File: src/rtl/fifo_rd_arb_pkg.sv
// Shared constants, state type and helpers for the FIFO read-port arbiter.
package fifo_rd_arb_pkg;

  localparam int unsigned WIDTH   = 8;
  localparam int unsigned DEPTH   = 16;
  localparam int unsigned BURST_W = $clog2(DEPTH) + 1;

  typedef enum logic [1:0] {IDLE, BURST, DRAIN} arb_state_t;

  // Index width that stays legal for a single requester.
  function automatic int unsigned idx_w(int unsigned n);
    return (n > 1) ? $clog2(n) : 1;
  endfunction

endpackage

File: src/rtl/fifo_rr_arb.sv
// Round-robin picker: first requester strictly after ptr wins; returns its one-hot grant and index.
module fifo_rr_arb
  import fifo_rd_arb_pkg::*;
#(
  parameter int unsigned N_REQ = 4,
  parameter int unsigned PTR_W = idx_w(N_REQ)
) (
  input  logic [N_REQ-1:0] req,
  input  logic [PTR_W-1:0] ptr,
  output logic [N_REQ-1:0] gnt,
  output logic [PTR_W-1:0] next_ptr
);

  logic             found;
  logic [PTR_W-1:0] cand;

  always_comb begin
    gnt      = '0;
    next_ptr = ptr;
    found    = 1'b0;
    cand     = '0;
    for (int unsigned i = 1; i <= N_REQ; i++) begin
      cand = PTR_W'((32'(ptr) + i) % N_REQ);
      if (!found && req[cand]) begin
        found     = 1'b1;
        gnt[cand] = 1'b1;
        next_ptr  = cand;
      end
    end
  end

endmodule

File: src/rtl/fifo_rd_arbiter.sv
// Shares an async FIFO read port between N_REQ consumers with round-robin bursts.
// Optional FIFO_RD_ARB_ERR_CNT_EN adds a saturating rd_err counter output err_cnt.
module fifo_rd_arbiter #(
  parameter int unsigned N_REQ   = 4,
  parameter int unsigned WIDTH   = fifo_rd_arb_pkg::WIDTH,
  parameter int unsigned BURST_W = fifo_rd_arb_pkg::BURST_W
) (
  input  logic                     rd_clk,
  input  logic                     rd_rst,
  input  logic [N_REQ-1:0]         req,
  input  logic [N_REQ*BURST_W-1:0] req_len,
  output logic [N_REQ-1:0]         gnt,
  output logic                     done,
  output logic                     burst_err,
  output logic [WIDTH-1:0]         cons_data,
  output logic [N_REQ-1:0]         cons_valid,
  output logic                     rd_en,
  input  logic                     empty,
  input  logic                     almost_empty,
  input  logic                     rd_ack,
  input  logic                     rd_err,
  input  logic [WIDTH-1:0]         dout
`ifdef FIFO_RD_ARB_ERR_CNT_EN
  ,
  output logic [7:0]               err_cnt
`endif
);

  import fifo_rd_arb_pkg::*;

  localparam int unsigned PTR_W = idx_w(N_REQ);

  arb_state_t         state_q, state_d;
  logic [N_REQ-1:0]   gnt_q, gnt_d, pick_gnt;
  logic [PTR_W-1:0]   ptr_q, ptr_d, pick_idx;
  logic [BURST_W-1:0] issue_q, issue_d, ack_q, ack_d, issue_rem, ack_rem;
  logic               rd_en_q, rd_en_d, done_q, done_d, berr_q, berr_d;
  logic [BURST_W-1:0] len_arr [N_REQ];

  for (genvar g = 0; g < N_REQ; g++) begin : g_len
    assign len_arr[g] = req_len[g*BURST_W +: BURST_W];
  end

  fifo_rr_arb #(
    .N_REQ (N_REQ),
    .PTR_W (PTR_W)
  ) u_rr (
    .req      (req),
    .ptr      (ptr_q),
    .gnt      (pick_gnt),
    .next_ptr (pick_idx)
  );

  always_comb begin
    // Counts as they stand after this cycle's read/ack are accounted for.
    issue_rem = issue_q - BURST_W'(rd_en_q);
    ack_rem   = (rd_ack && ack_q != '0) ? ack_q - BURST_W'(1) : ack_q;
    state_d   = state_q;
    gnt_d     = gnt_q;
    ptr_d     = ptr_q;
    issue_d   = issue_q;
    ack_d     = ack_q;
    rd_en_d   = 1'b0;
    done_d    = 1'b0;
    berr_d    = 1'b0;
    unique case (state_q)
      IDLE: begin
        if (|req) begin
          gnt_d   = pick_gnt;
          ptr_d   = pick_idx;
          issue_d = len_arr[pick_idx];
          ack_d   = len_arr[pick_idx];
          state_d = BURST;
        end
      end
      BURST, DRAIN: begin
        issue_d = issue_rem;
        ack_d   = ack_rem;
        if (rd_err) begin
          gnt_d   = '0;
          issue_d = '0;
          ack_d   = '0;
          done_d  = 1'b1;
          berr_d  = 1'b1;
          state_d = IDLE;
        end else if (issue_rem == '0 && ack_rem == '0) begin
          gnt_d   = '0;
          done_d  = 1'b1;
          state_d = IDLE;
        end else begin
          // A read taken at almost_empty may leave empty stale for a cycle: insert a bubble.
          rd_en_d = (issue_rem != '0) && !empty && !(rd_en_q && almost_empty);
          state_d = (issue_rem != '0) ? BURST : DRAIN;
        end
      end
      default: state_d = IDLE;
    endcase
  end

  always_ff @(posedge rd_clk) begin
    if (rd_rst) begin
      state_q <= IDLE;
      gnt_q   <= '0;
      ptr_q   <= PTR_W'(N_REQ - 1);
      issue_q <= '0;
      ack_q   <= '0;
      rd_en_q <= 1'b0;
      done_q  <= 1'b0;
      berr_q  <= 1'b0;
    end else begin
      state_q <= state_d;
      gnt_q   <= gnt_d;
      ptr_q   <= ptr_d;
      issue_q <= issue_d;
      ack_q   <= ack_d;
      rd_en_q <= rd_en_d;
      done_q  <= done_d;
      berr_q  <= berr_d;
    end
  end

  assign gnt        = gnt_q;
  assign done       = done_q;
  assign burst_err  = berr_q;
  assign rd_en      = rd_en_q;
  assign cons_data  = dout;
  assign cons_valid = gnt_q & {N_REQ{rd_ack}};

`ifdef FIFO_RD_ARB_ERR_CNT_EN
  logic [7:0] err_cnt_q;

  always_ff @(posedge rd_clk) begin
    if (rd_rst) begin
      err_cnt_q <= '0;
    end else if (rd_err && err_cnt_q != 8'hff) begin
      err_cnt_q <= err_cnt_q + 8'd1;
    end
  end

  assign err_cnt = err_cnt_q;
`endif

endmodule

File: config.mk
export PLATFORM = sky130hd
export DESIGN_NAME = fifo_rd_arbiter
export DESIGN_NICKNAME = d
export VERILOG_FILES = /design/src/rtl/fifo_rd_arb_pkg.sv /design/src/rtl/fifo_rr_arb.sv /design/src/rtl/fifo_rd_arbiter.sv
export SDC_FILE = /design/constraint.sdc
export NUM_CORES = 1
export LEC_CHECK = 0
export ABC_AREA = 1
export ABC_CLOCK_PERIOD_IN_PS = 2750
export BUFFER_PORTS_ARGS = -buffer_cell sky130_fd_sc_hd__buf_2
export CAP_MARGIN = 20
export CORE_MARGIN = 5
export CORE_UTILIZATION = 51
export DETAILED_ROUTE_END_ITERATION = 16
export PLACE_DENSITY_LB_ADDON = 0.1
export SLEW_MARGIN = 20
export SYNTH_ARGS = -nofsm -noshare
export SYNTH_HDL_FRONTEND = slang
export SYNTH_SLANG_ARGS = --single-unit
File: constraint.sdc
create_clock -name rd_clk -period 2.75 [get_ports rd_clk]
set_input_delay 0.275 -clock rd_clk [delete_from_list [all_inputs] [get_ports rd_clk]]
set_output_delay 0.275 -clock rd_clk [all_outputs]
set_load 0.02 [all_outputs]
# Word-level counts from Yosys, hierarchy flattened
# Cells that the tools add are included.
totals:
  ff_bits: 21
  in_bits: 38
  out_inout_bits: 19
  word_cells: 111
op_classes:
  n_addsub: 6
  magnitude_cmp: 9
  eq_ne: 4
  n_mux: 48
  n_bitwise: 6
  n_reduce_logical: 30
ops:
  columns: ["operator", "count"]
  rows:
  - ["5-bit 2-to-1 mux", 6]
  - ["4-bit 2-to-1 mux", 7]
  - ["5-bit case mux with 2 select lines", 2]
  - ["2-bit 2-to-1 mux", 8]
  - ["1-bit 2-to-1 mux", 14]
  - ["1-bit logical AND", 12]
  - ["2-bit by 3-bit < comparator with 1-bit output (second input constant)", 4]
  - ["4-bit bitwise OR", 3]
  - ["5-bit binary-select mux with 2-bit select", 1]
  - ["5-bit zero test", 2]
  - ["5-bit nonzero test", 2]
  - ["1-bit binary-select mux with 2-bit select", 4]
  - ["1-bit demux with 2-bit select", 4]
  - ["2-bit by 1-bit greater-or-equal comparator with 1-bit output (second input constant)", 4]
  - ["4-bit case mux with 2 select lines", 1]
  - ["4-bit OR reduction", 2]
  - ["1-bit zero test", 5]
  - ["5-bit by 1-bit subtractor with 5-bit output", 1]
  - ["5-bit by 1-bit subtractor with 5-bit output (second input constant)", 1]
  - ["2-bit by 1-bit adder with 2-bit output (second input constant)", 2]
  - ["2-bit adder (second input constant)", 2]
  - ["4-bit AND", 1]
  - ["2-bit case mux with 2 select lines", 1]
  - ["2-bit AND reduction", 2]
  - ["11 further kinds", 12]

# Depth between registers and ports, before layout
depth:
  ltp_word: 19
  mapped_depth: 14
  mapped_depth_nobuf: 13

# Modules after synthesis
# A second synthesis with hierarchy kept.
unflattened:
  cells_unflattened: 310
  area_unflattened_um2: 1975.6
by_module_without_submodules:
  columns: ["module", "n_inst", "cells_per_inst", "area_per_inst_um2", "seq_area_each_um2"]
  rows:
  - ["fifo_rd_arbiter", 1, 234, 1482.7, 420.4]
  - ["fifo_rr_arb", 1, 76, 493.0, 0.0]

# Worst setup path before layout
# No wires, ideal clock.
synth_timing:
  kind: "register to register"
  from: "register ptr_q[0]"
  to: "register issue_q[0]"
  setup_ns: 0.119
  t_arrival_ns: 1.946
  required_ns: 2.631
  path_slack_ns: 0.685
  path_stages_with_launch: 14
  path_buffers: 1
  period_less_slack_ns: 2.065
  cell_sequence: "dfxtp_1 -> inv_2 -> ha_1 -> inv_1 -> nand2_2 -> nand2_4 -> clkinv_2 -> nand2_1 -> nand2_1 -> buf_4 -> nand3_1 -> nand3_1 -> nand3_1 -> a21oi_1"
synth_via:
  elab_chain_cells: 19
  elab_cells_between_ends: 31
  classes_between: "add/sub: 4; mux: 20; bitwise: 1; reduce/logical: 6"
synth_rtl:
  columns: ["element", "line_no", "source"]
  rows:
  - ["from (decl)", "fifo_rd_arbiter.sv:35", "logic [PTR_W-1:0] ptr_q, ptr_d, pick_idx;"]
  - ["from (signal assigned)", "fifo_rd_arbiter.sv:104", "ptr_q <= PTR_W'(N_REQ - 1);"]
  - ["from (signal assigned)", "fifo_rd_arbiter.sv:113", "ptr_q <= ptr_d;"]
  - ["2-bit by 1-bit adder with 2-bit output", "fifo_rr_arb.sv:23", "cand = PTR_W'((32'(ptr) + i) % N_REQ);"]
  - ["1-bit binary-select mux with 2-bit select", "fifo_rr_arb.sv:24", "if (!found && req[cand]) begin"]
  - ["1-bit 2-to-1 mux (not written as such)", "fifo_rr_arb.sv:24", null]
  - ["1-bit 2-to-1 mux", "fifo_rr_arb.sv:24", null]
  - ["1-bit zero test", "fifo_rr_arb.sv:24", null]
  - ["1-bit logical AND", "fifo_rr_arb.sv:24", null]
  - ["1-bit 2-to-1 mux", "fifo_rr_arb.sv:24", null]
  - ["1-bit zero test", "fifo_rr_arb.sv:24", null]
  - ["[2 not listed]", null, null]
  - ["1-bit zero test", "fifo_rr_arb.sv:24", null]
  - ["1-bit logical AND", "fifo_rr_arb.sv:24", null]
  - ["2-bit 2-to-1 mux *", "fifo_rr_arb.sv:24", null]
  - ["2-bit NOT with 3-bit output (not written as such) *", "fifo_rd_arbiter.sv:71", "issue_d = len_arr[pick_idx];"]
  - ["5-bit binary-select mux with 2-bit select *", "fifo_rd_arbiter.sv:71", null]
  - ["5-bit 2-to-1 mux (not written as such) * (2 in series)", "fifo_rd_arbiter.sv:71", null]
  - ["5-bit 2-to-1 mux *", "fifo_rd_arbiter.sv:68", "if (|req) begin"]
  - ["5-bit case mux with 2 select lines *", "fifo_rd_arbiter.sv:66", "unique case (state_q)"]
  - ["to (signal assigned)", "fifo_rd_arbiter.sv:114", "issue_q <= issue_d;"]
  - ["to (decl)", "fifo_rd_arbiter.sv:36", "logic [BURST_W-1:0] issue_q, issue_d, ack_q, ack_d, issue_rem, ack_rem;"]
# Every way passes the cells marked *; elsewhere a longest branch is shown, timed or not. The select of a mux whose other input is x is not followed.
# A chain may end at the register's enable or synchronous reset.

# Worst setup path after layout
layout_timing:
  from: "register ptr_q[1]"
  to: "register issue_q[0]"
# Same word-level chain as after synthesis.

==> flow_metrics.env <==
export IMPL_rows=21
export IMPL_status="finished clean"
export IMPL_boundaryPins=57
export IMPL_cts_sinks=21
export IMPL_ant_nets=0
export IMPL_rsz0062_at_grt="no"
export IMPL_clockBufferDepth=2
export IMPL_path_class="reg -> reg"
export IMPL_gr_usage_met1_pct=22.4
export IMPL_initial_core_util_pct=53.5
export IMPL_tritoncts="yes"
export IMPL_syn_area_mm2=0.00181
export IMPL_core_mm2=0.00339
export IMPL_die_width_um=69.6
export IMPL_max_stage_delay_ns=0.53
export IMPL_max_slew_worst_pin_slew_ns=0.506
export IMPL_grt_pass1_vias=1697
export IMPL_worstPathRequired_ns=2.95
export IMPL_htree_num_levels=1
export IMPL_p_per_area_mw_per_mm2=1190
export IMPL_cts_buffers=3
export IMPL_whs_ns=0.193
export IMPL_die_h_um=69.6
export IMPL_cts_resized=0
export IMPL_post_drt_wl_per_cell_um=11.7
export IMPL_dp_hpwl_um=3550
export IMPL_grt_use_met2_pct=28.9
export IMPL_synthTopCellsByArea="dfxtp_1 (23%), nand2_1 (14%), nand3_1 (13%), ha_1 (9.0%), inv_1 (7.7%)"
export IMPL_ys_seq_area_share_pct=23.2
export IMPL_yosysWarningCount=0
export IMPL_crit_fanout=11
export IMPL_syn_area_per_cell_um2=6.18
export IMPL_worstSkewPairLatency_ns=0.30
export IMPL_syn_nets=344
export IMPL_yosysTopAreaCell="dfxtp_1"
export IMPL_postCtsSetupRepairBufs=0
export IMPL_p_leak_nw=1.06
export IMPL_crit_slowest_cell="dfxtp_1"
export IMPL_cts_root_buffer="clkbuf_4"
export IMPL_peakVddDrop_mv=0.641
export IMPL_fin_worst_skew_ns=0.00167
export IMPL_vias=1929
export IMPL_viasPerCell=5.19
export IMPL_ys_flop_type="dfxtp_1"
export IMPL_grt_max_degree=17
export IMPL_grt_pass1_wl_um=7250
export IMPL_drive_above_1_share_pct=18.7
export IMPL_firstDrtPassIters=4
export IMPL_fin_nets=378
export IMPL_drc=0
export IMPL_min_period_ns=2.43
export IMPL_synth_edff_count=0
export IMPL_antenna_found_initial=0
export IMPL_slew_violations=0
export IMPL_path_common_cell="nand3_1"
export IMPL_grt_busiest_layer="met2"
export IMPL_antenna_cells=0
export IMPL_synth_seq_cells=21
export IMPL_yosysTopAreaCellShare_pct=23.2
export IMPL_setup_viol=0
export IMPL_cts_clk_slew_worst_paths_ns=0.11
export IMPL_place_congestion=0.957
export IMPL_cp_arrival_ns=2.64
export IMPL_fin_crit_sh_pct=88.5
export IMPL_synthDistinctLibCells=25
export IMPL_cp_start_kind="register"
export IMPL_place_port_buffers=40
export IMPL_fmax_mhz=411
export IMPL_crit_chain="inv_1, ha_1, inv_1, nand2_2, nand2_4, clkinv_2, nand3_1, nand2_2, nand2_1, nand3_1, nand3_1, a21oi_1"
export IMPL_relSlewSlack_pct=66.0
export IMPL_maxCapViolations=0
export IMPL_synthArstFlopShare_pct=0
export IMPL_cts_hold_fix_buffers=0
export IMPL_min_path_type="in -> reg"
export IMPL_fin_setup_tns_ns=0
export IMPL_synth_cells=293
export IMPL_syn_to_final_growth_pct=11.7
export IMPL_worst_setup_path_end_kind="register"
export IMPL_dieArea_mm2=0.00484
export IMPL_first_iter_violations=92
export IMPL_final_hold_violation_count=0
export IMPL_grt_usage_pct=17.6
export IMPL_routed_wl_um=4360
export IMPL_use_met3_pct=3.62
export IMPL_overflow=0
-- routing by layer --
layer | wire (µm) | share of wire (%)
met5 | 0 | 0
met2 | 1900 | 44
met1 | 2090 | 48
met3 | 305 | 7.0
met4 | 63 | 1.4
-- synth_stat cells (2+ instances only) --
library cell,n
ha_1,13
nor2_1,19
buf_4,10
o211ai_1,3
o21ai_0,22
nand3_1,47
o21ai_2,3
nand2_1,69
dfxtp_1,21
a21oi_1,22
clkbuf_1,4
nand2_2,7
inv_1,37
xor2_1,3
a22oi_1,2
nor3_1,2
-- where the power goes --
part / switching [W] / internal, W
Combinational: 0.00115 / 0.000617
Clock: 0.0000927 / 0.0000565
Sequential: 0.0000800 / 0.000405
Total: 0.00132 / 0.00108
-- cell usage in the layout (no fill, tap or decap) --
cell      Yosys  layout
a22oi_1       2       2
clkinv_2      1       1
buf_4        10       4
ha_1         13      13
nor2_1       19      19
a221oi_1      1       1
nand2_4       1       1
nand3_1      47      47
o21ai_0      22      22
dfxtp_1      21      21
buf_2         0      40
clkbuf_1      4       1
nor3_1        2       2
xor2_1        3       3
clkbuf_4      0       3
nor4_1        1       1
inv_1        37      37
a2111o_1      1       1
o211ai_1      3       3
o21ai_2       3       3
and2_1        1       1
a21oi_1      22      22
nor2_2        1       1
nand2_1      69      69
inv_2         1       1
nand2_2       7       7
-- path summary, 6_finish.rpt --
| path | start | endpoint | slack (ns) | cells past startpoint |
|---|---|---|---|---|
| worst max register to register | ptr_q[1]$_SDFFE_PP1P_ | issue_q[0]$_SDFFE_PP0P_ | 0.32 | 12 |
| worst min register to register | gnt[1]$_SDFFE_PP0P_ | gnt[1]$_SDFFE_PP0P_ | 0.48 | 2 |
| worst max-delay path | ptr_q[1]$_SDFFE_PP1P_ | issue_q[0]$_SDFFE_PP0P_ | 0.32 | 12 |
| worst min-delay path | empty | rd_en$_SDFF_PP0_ | 0.19 | 3 |
-- critical path: cells and delay by family, from the launching register on --
| kind | cells | cell delay [ns] |
|---|---|---|
| simple gates | 7 | 0.93 |
| fa+ha+maj | 1 | 0.36 |
| buf+inv | 3 | 0.44 |
| flops | 1 | 0.53 |
| compound gates | 1 | 0.08 |
-- metrics by stage --
stage          instance area (µm²)  std cells  utilization (%)  power (W)  worst slack (ns)
3_5_place_dp                  2000        368             59.0    0.00225             0.353
4_1_cts                       2020        372             59.7    0.00241             0.325
6_report                      2020        372             59.7    0.00240             0.315
2_1_floorplan                 1810        293                -    0.00193             0.685
3_3_place_gp                  2000        368             59.0    0.00223             0.419
5_1_grt                       2020        372             59.7    0.00268            0.0242
-- logic make-up after synthesis --
group	share of synthesized area (%)
simple gates	35.8
xor+xnor	1.45
buf+inv	13.7
flops	23.2
fa+ha+maj	8.98
compound gates	16.8
-- registers in the layout (all words and copies together), names as in the netlist --
register,flops
rd_en,1
issue_q,5
done,1
ack_q,5
gnt,4
burst_err,1
ptr_q,2
state_q,2
-- cell type report --
type	instances	area, µm²
multi-input combinational	218	1140
tap	46	57.6
timing repair buffer	44	230
sequential	21	420
inverter	39	148
fill	337	1370
clock buffer	4	26.3
(Power assumes the default switching activity.)
